<file path="config.mk">
export PLATFORM = sky130hd
export DESIGN_NAME = ssram_ctrl
export DESIGN_NICKNAME = d
export VERILOG_FILES = /design/src/rtl/ssram_pkg.sv /design/src/rtl/ssram_rdpipe.sv /design/src/rtl/ssram_ctrl.sv
export SDC_FILE = /design/constraint.sdc
export NUM_CORES = 1
export LEC_CHECK = 0
export ABC_AREA = 1
export CAP_MARGIN = 15
export CORE_MARGIN = 10
export CORE_UTILIZATION = 41
export DETAILED_ROUTE_END_ITERATION = 10
export PLACE_DENSITY = 0.81
export SETUP_SLACK_MARGIN = 0.5
export SYNTH_ARGS = -nofsm -noshare
export SYNTH_HDL_FRONTEND = slang
export SYNTH_SLANG_ARGS = --single-unit
</file>
<file path="constraint.sdc">
create_clock -name clk -period 1.83 [get_ports clk]
set_input_delay 0.4575 -clock clk [delete_from_list [all_inputs] [get_ports clk]]
set_output_delay 0.4575 -clock clk [all_outputs]
set_load 0.02 [all_outputs]
</file>
<file path="src/rtl/ssram_pkg.sv">
// Shared types and constants for the synchronous-SRAM controller.
package ssram_pkg;

    localparam int unsigned BurstLen       = 4;
    localparam int unsigned DefReadLatency = 2;

    typedef enum logic [2:0] {
        StIdle,
        StWrite,
        StRdCmd,
        StRdWait,
        StBurst,
        StTurn
    } state_e;

endpackage

</file>
<file path="src/rtl/ssram_rdpipe.sv">
// Read-latency valid pipe: one strobe per issued read beat, delayed to its capture edge.
module ssram_rdpipe #(
    parameter int unsigned DEPTH = 2
) (
    input  logic clk,
    input  logic rst_n,
    input  logic clr_i,
    input  logic issue_i,
    output logic cap_o,
    output logic valid_o,
    output logic busy_o
);

    localparam logic [DEPTH-1:0] TopBit = {1'b1, {(DEPTH-1){1'b0}}};

    logic [DEPTH-1:0] pipe_q, pipe_d;
    logic [DEPTH:0]   taps;

    // taps[0] is the live issue strobe, taps[k] is that strobe k clocks later
    assign taps = {pipe_q, issue_i};

    always_comb begin
        pipe_d = clr_i ? '0 : taps[DEPTH-1:0];
    end

    always_ff @(posedge clk or negedge rst_n) begin
        if (!rst_n) begin
            pipe_q <= '0;
        end else begin
            pipe_q <= pipe_d;
        end
    end

    // cap_o fires on the edge that loads readdata; valid_o flags the cycle readdata is valid
    assign cap_o   = taps[DEPTH-1];
    assign valid_o = taps[DEPTH];
    assign busy_o  = |(pipe_q & ~TopBit);

endmodule

</file>
<file path="src/rtl/ssram_ctrl.sv">
// Single-word / 4-beat burst controller for a pair of pipelined synchronous SRAMs.
module ssram_ctrl
    import ssram_pkg::*;
#(
    parameter int unsigned READ_LATENCY = DefReadLatency,
    parameter int unsigned BURST_LEN    = BurstLen
) (
    input  logic        clk,
    input  logic        rst_n,
    input  logic        read,
    input  logic        write,
    input  logic        burst,
    input  logic [26:0] address,
    input  logic [31:0] writedata,
    input  logic [3:0]  be,
    output logic        waitrequest,
    output logic [31:0] readdata,
    output logic        readvalid,
    output logic [26:0] ssram_addr,
    output logic [31:0] ssram_data_out,
    output logic        ssram_data_oe,
    input  logic [31:0] ssram_data_in,
    output logic [3:0]  ssram_be_n,
    output logic        ssram_oe_n,
    output logic        ssram_we_n,
    output logic        ssram_adsc_n,
    output logic        ssram_adsp_n,
    output logic        ssram_adv_n,
    output logic        ssram0_ce_n,
    output logic        ssram1_ce_n
);

    state_e      state_q, state_d;
    logic [1:0]  beat_q, beat_d;
    logic [26:0] addr_q, addr_d;
    logic [31:0] wdata_q, wdata_d;
    logic [3:0]  be_q, be_d;
    logic        burst_q, burst_d;
    logic [31:0] readdata_q, readdata_d;

    logic issue, pipe_clr, cap, rd_valid, rd_busy, ce_act;

    ssram_rdpipe #(
        .DEPTH (READ_LATENCY)
    ) u_rdpipe (
        .clk     (clk),
        .rst_n   (rst_n),
        .clr_i   (pipe_clr),
        .issue_i (issue),
        .cap_o   (cap),
        .valid_o (rd_valid),
        .busy_o  (rd_busy)
    );

    always_comb begin
        state_d       = state_q;
        beat_d        = beat_q;
        addr_d        = addr_q;
        wdata_d       = wdata_q;
        be_d          = be_q;
        burst_d       = burst_q;
        readdata_d    = cap ? ssram_data_in : readdata_q;
        issue         = 1'b0;
        ce_act        = 1'b0;
        pipe_clr      = 1'b0;
        waitrequest   = 1'b1;
        ssram_data_oe = 1'b0;
        ssram_be_n    = 4'b1111;
        ssram_oe_n    = 1'b1;
        ssram_we_n    = 1'b1;
        ssram_adsc_n  = 1'b1;
        ssram_adv_n   = 1'b1;

        unique case (state_q)
            StIdle: begin
                waitrequest = 1'b0;
                pipe_clr    = 1'b1;
                if (read || write) begin
                    addr_d  = address;
                    wdata_d = writedata;
                    be_d    = be;
                    burst_d = burst;
                    // write wins when both are requested together
                    state_d = write ? StWrite : StRdCmd;
                end
            end
            StWrite: begin
                ssram_adsc_n  = 1'b0;
                ssram_we_n    = 1'b0;
                ce_act        = 1'b1;
                ssram_data_oe = 1'b1;
                ssram_be_n    = ~be_q;
                state_d       = StIdle;
            end
            StRdCmd: begin
                ssram_adsc_n = 1'b0;
                ce_act       = 1'b1;
                issue        = 1'b1;
                beat_d       = 2'd1;
                state_d      = burst_q ? StBurst : StRdWait;
            end
            StBurst: begin
                // the SRAM's own linear counter walks addr[3:2] with wrap
                ssram_adv_n = 1'b0;
                ssram_oe_n  = 1'b0;
                issue       = 1'b1;
                if (beat_q == 2'(BURST_LEN - 1)) begin
                    state_d = StRdWait;
                end else begin
                    beat_d = beat_q + 2'd1;
                end
            end
            StRdWait: begin
                ssram_oe_n = 1'b0;
                if (rd_valid && !rd_busy) begin
                    state_d = StTurn;
                end
            end
            StTurn: begin
                state_d = StIdle;
            end
            default: begin
                state_d = StIdle;
            end
        endcase
    end

    always_ff @(posedge clk or negedge rst_n) begin
        if (!rst_n) begin
            state_q    <= StIdle;
            beat_q     <= '0;
            addr_q     <= '0;
            wdata_q    <= '0;
            be_q       <= '0;
            burst_q    <= 1'b0;
            readdata_q <= '0;
        end else begin
            state_q    <= state_d;
            beat_q     <= beat_d;
            addr_q     <= addr_d;
            wdata_q    <= wdata_d;
            be_q       <= be_d;
            burst_q    <= burst_d;
            readdata_q <= readdata_d;
        end
    end

    assign readdata       = readdata_q;
    assign readvalid      = rd_valid;
    assign ssram_addr     = addr_q;
    assign ssram_data_out = wdata_q;
    assign ssram_adsp_n   = 1'b1;
    assign ssram0_ce_n    = ~(ce_act & ~addr_q[22]);
    assign ssram1_ce_n    = ~(ce_act & addr_q[22]);

endmodule

</file>
Word-level counts from Yosys, hierarchy flattened
Index checks and enable logic that the tools add are counted.
{"block": "word_totals", "regBits": 103, "latch_bits": 0, "ram_bits": 0, "rom_bits": 0, "in_bits": 100, "output_inout_bits": 105, "elab_cells": 54, "memories": 0}
{"block": "classes", "n_addsub": 1, "mul": 0, "div": 0, "magnitude_cmp": 0, "eq_ne": 9, "shift": 0, "muxes": 19, "bitwise_logic": 6, "n_reduce_logical": 11}
{"cell": "$mux W3", "count": 4}
{"cell": "$pmux W3 S4", "count": 1}
{"cell": "$mux W1", "count": 9}
{"cell": "$ne A2 B2 Y1 const B", "count": 4}
{"cell": "$eq A3 B2 Y1 const B", "count": 2}
{"cell": "$mux W2", "count": 3}
{"cell": "$reduce_or A2 Y1", "count": 3}
{"cell": "$mux W4", "count": 1}
{"cell": "$not A4 Y4", "count": 1}
{"cell": "$pmux W2 S2", "count": 1}
{"cell": "$reduce_and A2 Y1", "count": 2}
{"cell": "$eq A3 B1 Y1 const B", "count": 1}
{"cell": "$eq A3 B3 Y1 const B", "count": 1}
{"cell": "$logic_not A3 Y1", "count": 1}
{"cell": "$not A1 Y1", "count": 3}
{"cell": "$reduce_and A3 Y1", "count": 1}
{"cell": "$add A2 B1 Y2 const B", "count": 1}
{"cell": "$and A1 B1 Y1", "count": 2}
{"cell": "$eq A2 B2 Y1 const B", "count": 1}
{"cell": "$reduce_bool A2 Y1", "count": 1}
{"cell": "$logic_and A1 B1 Y1", "count": 1}
{"cell": "$logic_not A1 Y1", "count": 1}
{"cell": "$logic_or A1 B1 Y1", "count": 1}

Logic depth before layout (Yosys ltp)
Gate-level depths: netlist of the first run.
{"block": "depth", "word_depth": 5, "ltp_mapped": 8, "depth_no_buf": 7}

Hierarchy
A second synthesis of the first run with hierarchy kept.
{"block": "hier_totals", "cells_unflattened": 418, "hier_area_um2": 4222.8}
{"module": "ssram_ctrl", "n_inst": 1, "cells_per_inst": 411, "area_per_inst_um2": 4150.2, "seq_area_each_um2": 2527.4}
{"module": "ssram_rdpipe", "n_inst": 1, "cells_per_inst": 7, "area_per_inst_um2": 72.6, "seq_area_each_um2": 50.0}

Worst setup path after synthesis of the first run
Ideal clock, no wire load.
{"block": "synth_timing", "kind": "reg-to-output", "startpoint": "register state_q[2]", "endpoint": "output ssram0_ce_n", "t_arrival_ps": 1327, "t_required_ps": 1372, "setup_slack_ps": 46, "stages_incl_launch_ff": 7, "n_path_buf": 1, "path_cell_list": "dfrtp_1 -> buf_2 -> inv_2 -> nand3_1 -> nand2_1 -> inv_2 -> or2_1"}
{"block": "synth_between", "elab_chain_len": 5, "elab_cells_between_ends": 6, "classes_between": "eq/ne (2); mux (1); bitwise (2); reduce/logical (1)"}
{"element": "start, declared", "line": "ssram_ctrl.sv:33", "rtl": "state_e state_q, state_d;"}
{"element": "start signal, assigned", "line": "ssram_ctrl.sv:130", "rtl": "state_q <= StIdle;"}
{"element": "start signal, assigned", "line": "ssram_ctrl.sv:138", "rtl": "state_q <= state_d;"}
{"element": "$eq A3 B2 Y1 or $eq A3 B1 Y1 (tied branches)", "line": "ssram_ctrl.sv:74", "rtl": "unique case (state_q)"}
{"element": "$reduce_or A2 Y1 (no line) *"}
{"element": "$mux W1 *", "line": "ssram_ctrl.sv:74"}
{"element": "$and A1 B1 Y1 *", "line": "ssram_ctrl.sv:153", "rtl": "assign ssram0_ce_n = ~(ce_act & ~addr_q[22]);"}
{"element": "$not A1 Y1 *", "line": "ssram_ctrl.sv:153"}
{"element": "end, declared", "line": "ssram_ctrl.sv:29", "rtl": "output logic ssram0_ce_n,"}
Every way passes the cells marked *; elsewhere a longest branch is shown, timed or not.

Worst setup path in the final report of the first run
{"block": "layout_timing", "startpoint": "register state_q[1]", "endpoint": "register addr_q[3] (netlist: ssram_addr[3])"}
{"block": "layout_between", "elab_chain_len": 2}
{"element": "$logic_not A3 Y1", "line": "ssram_ctrl.sv:74"}
{"element": "$reduce_and A2 Y1 (no line)"}
{"element": "end signal, assigned", "line": "ssram_ctrl.sv:140", "rtl": "addr_q <= addr_d;"}
{"element": "end, declared", "line": "ssram_ctrl.sv:35", "rtl": "logic [26:0] addr_q, addr_d;"}
No other way between the ends.
A chain may end at the register's enable or synchronous reset.

==> results.py, run 1 <==
metrics = {
    "synth": {
        "synth_top_area_frac": 0.6158,
        "synth.ff_latch_count": 103,
        "syn_nets": 579,
        "synth_cell_types": 23,
        "synth_area_leaders": "dfrtp_1 62%, nand2_1 22%, nand3_1 8.4%",
        "yosys_warnings": 0,
        "syn-mean-instance-area_um2": 8.756,
        "synth_largest_area_cell": "dfrtp_1",
        "netlist_area_mm2": 0.004185,
        "ys_seq_area_frac": 0.6158,
        "syn_inst": 478,
    },
    "power_and_ir_drop": {
        "ir_worst_vdd_uv": 1300,
        "power_density_mw_per_mm2": 2082,
        "power_leakage_nw": 4.382,
    },
    "timing": {
        "slew-limit-headroom": 0.6289,
        "timing.final.ws_setup_ns": -0.2349,
        "finClkSkew_ns": 0.02147,
        "hold_viol": 0,
        "max_slew.worst_pin.slew_ns": 0.5566,
        "slew_violations": 0,
        "rsz0062_at_grt": "true",
        "finalSetupViolations": 75,
        "fmax_mhz": 484.3,
        "finalCriticalPeriod_ns": 2.065,
        "fin_crit_sh": 1.128,
    },
    "setup_path": {
        "end_kind": "flip-flop",
        "start_kind": "flip-flop",
        "cp.required_ns": 2.12,
        "crit_type": "flip-flop to flip-flop",
        "worstPathMaxFanout": 12,
        "arrival_ns": 2.36,
    },
    "clocking": {
        "cts_made_buffers": 9,
        "clockBufferDepth": 2,
        "cts_tree": "yes",
        "insertion_delay_ns": 0.37,
        "hold_buffers": 0,
        "h-tree-depth": 3,
        "clkTransAtPathRegs_ns": 0.11,
        "cts_sinks": 103,
        "root_buffer": "clkbuf_8",
    },
    "final_layout": {
        "final_common_cell": "nand2_1",
        "layout_common_cells": "166 x nand2_1, 113 x buf_6, 100 x dfrtp_1",
        "fin_util": 0.8721,
        "num-nets-final": 902,
        "drive_gt1_frac": 0.4634,
        "area_delta_synth_final_pct": 105.6,
        "layout.cells.non_filler": 938,
        "antenna_cells": 0,
    },
    "route": {
        "drtIter0Drc": 267,
        "vias_per_cell": 5.179,
        "route.vias.total": 4858,
        "drtAntennaViolNets": 0,
        "dr.pass1.iters": 5,
        "wl_per_cell_um": 21.22,
        "routed_wl_um": 19910,
        "drc": 0,
    },
    "floorplanning": {
        "io_pins": 205,
        "die_w_um": 121.0,
        "die_h_um": 121.0,
        "core_area_mm2": 0.009864,
        "floorplan.rows": 36,
        "start_util": 0.4243,
        "fp.dieArea_mm2": 0.01465,
    },
    "global_route": {
        "grt_pass1_vias": 4924,
        "grt_max_degree": 104,
        "grt_usage": 0.2380,
        "grt_pass1_wl_um": 27170,
        "grt_overflow_total": 0,
        "antenna_found_initial": 0,
    },
    "place": {
        "routabilityCongestion": 0.8104,
        "io_buffers": 203,
        "dp.cells": 805,
        "post-dp-hpwl_um": 10300,
    },
    "min_path": {
        "min_path_type": "input port to async pin",
    },
    "flow_run": {
        "maxCapViolCount": 0,
    },
    "run_status": {
        "status": "complete, but fails checks",
        "violations": "negative setup slack",
    },
}
==> flip-flops by register name, summed over array words and instances, names as in the netlist <==
signal,flops
readdata,32
be_q,4
state_q,3
u_rdpipe.pipe_q,2
ssram_data_out,32
beat_q,2
burst_q,1
ssram_addr,27
==> per-stage QoR <==
stage / setup slack (ns) / setup TNS (ns) / power, mW / hold WS, ns / cell area [µm²]
floorplan: 0.2665 / 0 / 7.649 / 0.1619 / 4260
global placement: -0.1784 / -1.059 / 10.80 / 0.4525 / 6482
detailed placement: -0.1947 / -1.385 / 11.02 / 0.4573 / 6482
CTS: -0.1468 / -2.339 / 16.37 / 0.1721 / 8045
global route: -0.2706 / -13.41 / 18.71 / 0.1727 / 8603
finish: -0.2349 / -9.993 / 17.92 / 0.1275 / 8603
==> cell usage after synthesis, drive strengths merged <==
cell / count
dfrtp: 103
inv: 8
nand3b: 1
nor3: 1
clkbuf: 6
buf: 23
o21ai: 1
conb: 1
nor2: 8
nand4: 1
ha: 1
a21oi: 1
nand3: 70
or2: 2
nand2: 250
clkinv: 1
==> power breakdown <==
part	total, mW	switching [mW]	internal (mW)	leakage (nW)
clock	1.75	0.768	0.978	0.123
combinational	11.8	5.58	6.21	2.99
sequential	4.37	0.979	3.39	1.27
total	17.9	7.33	10.6	4.38
==> path summary, 6_finish.rpt <==
kind | slack [ns] | endpoint | from | cells past startpoint
max reg2reg | -0.23 | ssram_addr[3] | state_q[1] | 12
max | -0.23 | ssram_addr[3] | state_q[1] | 12
min | 0.13 | readdata[18] | rst_n | 2
min reg2reg | 0.50 | beat_q[0] | beat_q[0] | 1
min in group clk | 0.50 | beat_q[0] | beat_q[0] | 1
max in group asynchronous | 1.24 | ssram_addr[22] | rst_n | 2
==> critical path: stages (launching register included) <==
cell     delay, ns
dfrtp_1       0.43
buf_4         0.15
buf_6         0.12
nor2_4        0.18
nand2_2       0.09
buf_6         0.12
buf_6         0.12
inv_8         0.07
buf_6         0.11
buf_12        0.15
buf_12        0.16
nand3_1       0.13
nand2_1       0.14
==> logic make-up after synthesis <==
group	after synthesis	share of synthesized area
AOI/OAI and AO/OA	2	0.002389
adders and majority gates	1	0.002989
buffers and inverters	38	0.05112
DFF	103	0.6158
other	1	0.0008960
and+or+nand+nor	333	0.3268
==> cell type report <==
| cell class | instances | area [µm²] |
|---|---|---|
| sequential | 103 | 2581 |
| multi-input combinational | 338 | 1813 |
| tap | 133 | 166.4 |
| timing repair buffer | 340 | 3745 |
| clock buffer | 12 | 155.1 |
| inverter | 9 | 52.55 |
| clock inverter | 3 | 90.09 |
| fill | 427 | 1261 |
==> routing by layer <==
metal	vias up	global-route usage	routed length [µm]	share of wire
met3	49	0.09493	2182	0.11
met4	0	0.1101	676	0.034
li1	2145	-	-	-
met5	-	0	0	0
met1	2359	0.2489	6884	0.35
met2	305	0.4109	10160	0.51
==> repair_timing <==
action / CTS / global route
setup endpoints to repair: 172 / 174
setup buffers: 44 / 57
pin swaps: 20 / 11
gates cloned: 17 / 0
resized for setup: 732 / 36
Power figures use the tool's default switching activity.
==> run 2, diff against run 1 <==
Settings changed: ABC_CLOCK_PERIOD_IN_PS set to 1830.
==> results of run 2 <==
Same layout as run 1: the final DEF is identical, and so are final timing and power.
